[config.mk]
export PLATFORM = sky130hd
export DESIGN_NAME = bp_stream_host
export DESIGN_NICKNAME = d
export VERILOG_FILES = /design/src/rtl/bp_stream_host_pkg.sv /design/src/rtl/bp_stream_host.sv
export SDC_FILE = /design/constraint.sdc
export NUM_CORES = 1
export LEC_CHECK = 0
export BUFFER_PORTS_ARGS = -buffer_cell sky130_fd_sc_hd__buf_2
export CORE_MARGIN = 5
export CORE_UTILIZATION = 45
export DETAILED_ROUTE_END_ITERATION = 10
export PLACE_DENSITY_LB_ADDON = 0.2
export REMOVE_ABC_BUFFERS = 1
export SLEW_MARGIN = 10
export SYNTH_ARGS = -nofsm -noshare
export SYNTH_HDL_FRONTEND = slang
export SYNTH_SLANG_ARGS = --single-unit
[constraint.sdc]
create_clock -name clk_i -period 3.5 [get_ports clk_i]
set_clock_uncertainty 0.2 [all_clocks]
set_input_delay 1.05 -clock clk_i [delete_from_list [all_inputs] [get_ports clk_i]]
set_output_delay 1.05 -clock clk_i [all_outputs]
set_load 0.1 [all_outputs]
[src/rtl/bp_stream_host_pkg.sv]
// Shared types and default console/host address map for bp_stream_host.
package bp_stream_host_pkg;

  localparam int unsigned addr_width_lp = 32;
  localparam int unsigned resp_width_lp = 64;
  localparam int unsigned char_width_lp = 8;

  localparam logic [addr_width_lp-1:0] putchar_addr_gp = 32'h0010_1000;
  localparam logic [addr_width_lp-1:0] getchar_addr_gp = 32'h0010_0000;
  localparam logic [addr_width_lp-1:0] finish_addr_gp  = 32'h0010_2000;
  localparam logic [addr_width_lp-1:0] cycle_addr_gp   = 32'h0030_bff8;

  typedef enum logic [2:0] {
    e_addr,
    e_data,
    e_put,
    e_resp_lo,
    e_resp_hi
  } bp_stream_host_state_e;

endpackage

[src/rtl/bp_stream_host.sv]
// Host-side command stream decoder: console putchar/getchar, finish flag and
// 64-bit cycle counter reads, with responses returned as two 32-bit words.
module bp_stream_host
  import bp_stream_host_pkg::*;
#(
  parameter int unsigned stream_data_width_p = 32,
  parameter logic [addr_width_lp-1:0] putchar_addr_p = putchar_addr_gp,
  parameter logic [addr_width_lp-1:0] getchar_addr_p = getchar_addr_gp,
  parameter logic [addr_width_lp-1:0] finish_addr_p  = finish_addr_gp,
  parameter logic [addr_width_lp-1:0] cycle_addr_p   = cycle_addr_gp
) (
  input  logic                           clk_i,
  input  logic                           reset_i,
  input  logic                           stream_v_i,
  input  logic [stream_data_width_p-1:0] stream_data_i,
  output logic                           stream_yumi_o,
  output logic                           stream_v_o,
  output logic [stream_data_width_p-1:0] stream_data_o,
  input  logic                           stream_ready_i,
  output logic                           char_v_o,
  output logic [char_width_lp-1:0]       char_o,
  input  logic                           char_ready_i,
  input  logic                           rx_v_i,
  input  logic [char_width_lp-1:0]       rx_data_i,
  output logic                           rx_yumi_o,
  output logic                           finish_o,
  output logic [char_width_lp-1:0]       finish_code_o
);

  bp_stream_host_state_e state_r, state_n;

  logic [addr_width_lp-1:0] addr_r;
  logic [char_width_lp-1:0] char_r;
  logic [resp_width_lp-1:0] resp_r;
  logic [resp_width_lp-1:0] counter_r;
  logic                     finish_r;
  logic [char_width_lp-1:0] finish_code_r;

  logic is_put, is_get, is_fin, is_cyc;
  logic data_accept;

  assign is_put = (addr_r == putchar_addr_p);
  assign is_get = (addr_r == getchar_addr_p);
  assign is_fin = (addr_r == finish_addr_p);
  assign is_cyc = (addr_r == cycle_addr_p);

  assign data_accept = (state_r == e_data) && stream_v_i;

  // State register
  always_ff @(posedge clk_i) begin
    if (reset_i) state_r <= e_addr;
    else         state_r <= state_n;
  end

  // Next-state logic
  always_comb begin
    state_n = state_r;
    unique case (state_r)
      e_addr:    if (stream_v_i) state_n = e_data;
      e_data: begin
        if (stream_v_i) begin
          if (is_put)                state_n = e_put;
          else if (is_get || is_cyc) state_n = e_resp_lo;
          else                       state_n = e_addr;
        end
      end
      e_put:     if (char_ready_i)   state_n = e_addr;
      e_resp_lo: if (stream_ready_i) state_n = e_resp_hi;
      e_resp_hi: if (stream_ready_i) state_n = e_addr;
      default:                       state_n = e_addr;
    endcase
  end

  // Handshake outputs; all forced low while reset is held
  always_comb begin
    stream_yumi_o = 1'b0;
    stream_v_o    = 1'b0;
    stream_data_o = stream_data_width_p'(resp_r[31:0]);
    char_v_o      = 1'b0;
    rx_yumi_o     = 1'b0;
    if (state_r == e_resp_hi)
      stream_data_o = stream_data_width_p'(resp_r[63:32]);
    if (!reset_i) begin
      unique case (state_r)
        e_addr:    stream_yumi_o = stream_v_i;
        e_data: begin
          stream_yumi_o = stream_v_i;
          rx_yumi_o     = stream_v_i && is_get && rx_v_i;
        end
        e_put:     char_v_o   = 1'b1;
        e_resp_lo: stream_v_o = 1'b1;
        e_resp_hi: stream_v_o = 1'b1;
        default: ;
      endcase
    end
  end

  // Datapath: address/char/response capture, finish flag and free-running counter
  always_ff @(posedge clk_i) begin
    if (reset_i) begin
      addr_r        <= '0;
      char_r        <= '0;
      resp_r        <= '0;
      counter_r     <= '0;
      finish_r      <= 1'b0;
      finish_code_r <= '0;
    end else begin
      counter_r <= counter_r + resp_width_lp'(1);
      if (state_r == e_addr && stream_v_i)
        addr_r <= addr_width_lp'(stream_data_i);
      if (data_accept) begin
        if (is_put)
          char_r <= stream_data_i[char_width_lp-1:0];
        if (is_fin) begin
          finish_r      <= 1'b1;
          finish_code_r <= stream_data_i[char_width_lp-1:0];
        end
        if (is_get)
          resp_r <= rx_v_i ? {56'b0, rx_data_i} : {resp_width_lp{1'b1}};
        if (is_cyc)
          resp_r <= counter_r;
      end
    end
  end

  assign char_o        = char_r;
  assign finish_o      = finish_r;
  assign finish_code_o = finish_code_r;

endmodule

==> After elaboration in Yosys (flattened, before gate mapping) <==
Index checks and enable logic that the tools add are counted.
{ "word_totals": {"register_bits": 180, "latchBits": 0, "ramBits": 0, "romBits": 0, "input_bits": 46, "out_inout_bits": 53, "word_cells": 54, "n_memories": 0} }
{ "classes": {"n_addsub": 1, "mul": 0, "div": 0, "order_cmp": 0, "n_eq_ne": 13, "shift": 0, "mux": 20, "n_bitwise": 0, "reduce_logical": 13} }
{ "ops": {"columns": ["op", "count"], "rows": [
  ["$mux 64", 3],
  ["$eq 32x21->1 const B", 3],
  ["$add 64x1->64 const B", 1],
  ["$eq 32x22->1 const B", 1],
  ["$mux 32", 1],
  ["$mux 3", 5],
  ["$pmux 3 s5", 1],
  ["$ne 2x2->1 const B", 5],
  ["$mux 1", 8],
  ["$eq 3x2->1 const B", 2],
  ["$reduce_and 2->1", 3],
  ["$reduce_and 5->1", 1],
  ["$logic_and 1x1->1", 4],
  ["$mux 2", 2],
  ["$reduce_or 2->1", 2],
  ["$eq 3x1->1 const B", 1],
  ["$eq 3x3->1 const B", 1],
  ["$logic_not 3->1", 1],
  ["$reduce_bool 2->1", 1],
  ["$logic_or 1x1->1", 1]
]} }

==> Logic depth before layout (Yosys ltp) <==
{ "depth": {"depth_word": 6, "mapped_depth": 8, "ltp_nobuf": 6} }

==> Worst setup path before layout <==
No wires, ideal clock.
{ "synth_path": {"kind": "input-to-output", "start": "in reset_i", "end": "out rx_yumi_o", "t_arrival_ns": 4.984, "required_time_ns": 2.250, "setup_slack_ns": -2.734, "cell_stages": 5, "path_cell_list": "clkbuf_1 > clkbuf_1 > nor2_1 > nand3_1 > nor3_1"} }
{ "synth_via": {"elab_chain_cells": 1} }
{ "synth_lines": {"columns": ["item", "line_no", "text"], "rows": [
  ["start: declaration", "bp_stream_host.sv:13", "input logic reset_i,"],
  ["$mux 1", "bp_stream_host.sv:83", "if (!reset_i) begin"],
  ["end: declaration", "bp_stream_host.sv:25", "output logic rx_yumi_o,"]
]} }
Every way passes these cells.

==> Final worst setup path <==
{ "layout_path": {"start": "reg state_r[2]", "end": "out stream_data_o[1]"} }
{ "layout_via": {"elab_chain_cells": 2} }
{ "layout_lines": {"columns": ["item", "line_no", "text"], "rows": [
  ["start: declaration", "bp_stream_host.sv:30", "bp_stream_host_state_e state_r, state_n;"],
  ["start signal: assignment", "bp_stream_host.sv:51", "if (reset_i) state_r <= e_addr;"],
  ["start signal: assignment", "bp_stream_host.sv:52", "else state_r <= state_n;"],
  ["$eq 3x3->1", "bp_stream_host.sv:81", "if (state_r == e_resp_hi)"],
  ["$mux 32", "bp_stream_host.sv:81", null],
  ["end: declaration", "bp_stream_host.sv:18", "output logic [stream_data_width_p-1:0] stream_data_o,"]
]} }
Every way passes these cells.

==> run_results.csv <==
group,metric,value,unit
status,status,"finished, final reports clean",
route,remaining_drc_errors,0,
logic_synthesis,synth_simple_gate_area_frac,0.3152,
critical_path,worstSetupStartpoint,"state_r[2]",
logic_synthesis,yosysWarnings,0,
route,wirelength,20330,um
cells_and_area,final_common_cell,"dfxtp_1",
cts,cts_made_buffers,17,
timing,rsz0062_at_grt,"false",
route,drt_iter0_markers,425,
global_route,grt_overflow_total,0,
logic_synthesis,synth-seq-cells,180,
route,dr.pass1.iters,5,
cts,cts_tree,"done",
cts,cts.sinks,180,
logic_synthesis,synth_edf_count,0,
min_path,min_from,"finish_o",
timing,fin_crit,3.380,ns
critical_path,reg2reg_from,"counter_r[17]",
global_route,grt_pass1_vias,6781,
place,placed_area,9104,um2
route,detail-route-antenna-nets,0,
critical_path,r2r_end,"counter_r[48]",
flow_run,cap_violations,0,
cells_and_area,finalInstanceArea,9729,um2
timing,setup_viol,0,
cells_and_area,antenna_cells,0,
place,numPortBuffers,98,
cells_and_area,syn_to_final_growth,15.71,%
cells_and_area,layout-drive-gt1-share,0.1745,
timing,fmax,0.2959,GHz
critical_path,required,2.25,ns
critical_path,crit_end,"stream_data_o[1]",
pwr,ir_worst_vdd,0.3238,mV
die,die_h,146.7,um
die,die_w,146.7,um
die,pin_count,99,
place,hpwl,13030,um
die,die_area,21520,um2
logic_synthesis,muxShareOfSynthArea,0.07381,
logic_synthesis,synth_compound_gate_area_share,0.1052,
cts,hold_buffers,0,
logic_synthesis,synth_area,8408,um2
critical_path,critPathCaptureType,"output port",
timing,fin_tns_setup,0,ns
pwr,leakagePower,3.841,nW
cells_and_area,final_cell_mix,"dfxtp_1 (180), nor2_1 (112), nand2_1 (111)",
timing,hold_slack,0.2433,ns
timing,worst_pin_slew,0.8799,ns
logic_synthesis,syn_avg_cell_area,8.092,um2
logic_synthesis,synth_top_family_by_area,"simple AND/OR/NAND/NOR gates",
die,rows,50,
logic_synthesis,synth_cells,1039,
critical_path,arrival,2.13,ns
min_path,hold_path_class,"flop to flop",
logic_synthesis,ys_types,48,
global_route,grt_max_degree,172,
route,wl_per_cell,15.10,um
die,core-area,18580,um2
global_route,grt_usage,0.1888,
timing,hold_viol_final,0,
timing,slew_viol_final,0,
global_route,grt_pass1_wl,34350,um
logic_synthesis,synth_xor_area_frac,0.03542,
cts,root_buffer,"clkbuf_16",
pwr,p_per_area,438.6,nW/um2
timing,max-slew-margin-rel,0.4134,
cts,clk_pin_slew_worst_paths,0.07,ns
die,start_util,0.4525,
logic_synthesis,synthAdderAreaFrac,0.001488,
critical_path,cp_max_fo,33,
cts,postCtsSetupBuffers,0,
critical_path,crit_type,"flop to output port",
timing,finalCritPeriodShare,0.9656,
route,avgViaCountPerCell,5.457,
cts,cts_resized,0,
place,place.gp.congestion,0.7834,
critical_path,r2r_slack,0.71,ns
cts,clk_latency,0.43,ns
cts,clock_path_buffers,2,
logic_synthesis,synth_seq_area_share,0.4286,
cts,cts-htree-levels,4,
cells_and_area,nNetsFinal,1146,
critical_path,reg2reg_depth,5,
logic_synthesis,ys.flop_type,"dfxtp_1",
logic_synthesis,async_flop_share,0,
cells_and_area,post-route-util,0.5236,
critical_path,start_kind,"flop",
pwr,total_power,0.004268,W
global_route,antenna_found_initial,0,
route,via_count,7345,
synth_stat cells, types with 4 or more instances:
cell type    n  area (um2)
nand2b_1     9       56.30
nor2b_1     65       406.6
inv_1       13       48.80
o21ai_0     74       370.4
xor2_1       6       52.55
nand3_1     83       415.4
nor2_1     113       424.2
buf_1        7       26.28
clkbuf_1    62       232.7
mux2_2      32       360.4
o31ai_1     13       97.59
dfxtp_1    180        3603
and4_1      13       113.9
a31o_2       4       35.03
a21oi_1     63       315.3
or3_1       12       75.07
and3_1       9       56.30
nor3_1      18       90.09
or4_1       15       112.6
xnor2_1     28       245.2
nor4_1      21       131.4
nand2_1    112       420.4
nand4_1     28       175.2
mux2i_1     26       260.3
state kept, by name, summed over array words and instances, names as in the netlist:
| register | flops |
|---|---|
| counter_r | 64 |
| resp_r | 64 |
| addr_r | 32 |
| char_o | 8 |
| finish_code_o | 8 |
| state_r | 3 |
| finish_o | 1 |
through the flow:
step,cells,setup slack [ns]
floorplan,967,-2.391
global placement,1314,0.3020
detailed placement,1314,0.2888
CTS,1346,0.06091
global route,1346,0.006823
finish,1346,0.1204
power breakdown:
group	switching [W]	internal, W
Combinational	0.000113	0.0000663
Clock	0.000831	0.00116
Sequential	0.0000268	0.00207
Total	0.000971	0.00330
critical path, cell delays in order, from the launching register on:
cell and delay [ns]:
dfxtp_1 0.45, nor3b_4 0.28, buf_12 0.27, mux2_2 0.39
buf_2 0.30
layout make-up:
| type | instances | area [um2] |
|---|---|---|
| Clock buffer | 19 | 442.9 |
| Clock inverter | 13 | 171.4 |
| Fill cell | 1818 | 8851 |
| Inverter | 14 | 52.55 |
| Multi-Input combinational cell | 773 | 4493 |
| Sequential cell | 180 | 3603 |
| Tap cell | 234 | 292.8 |
| Timing Repair Buffer | 113 | 673.1 |
worst min path at each step:
stage,to,cells past startpoint
detailed placement,finish_o,2
finish,finish_o,2
floorplan,addr_r[20],2
global route,finish_o,2
CTS,finish_o,2
global placement,finish_o,2
cells by family after synthesis:
logic type / Yosys count
AND/OR/NAND/NOR: 518
flip-flops: 180
AO/OA/AOI/OAI: 162
buffers and inverters: 86
multiplexers: 58
XOR/XNOR: 34
adder cells (fa/ha/maj): 1
per-layer routing:
| layer | vias to the layer above | global-route usage | part of all wire |
|---|---|---|---|
| met5 | - | 0 | 0 |
| met4 | 0 | 0.04563 | 0.010 |
| met3 | 19 | 0.03948 | 0.037 |
| met2 | 136 | 0.2955 | 0.46 |
| met1 | 3426 | 0.2678 | 0.49 |
| li1 | 3764 | - | - |
Power figures use the tool's default switching activity.
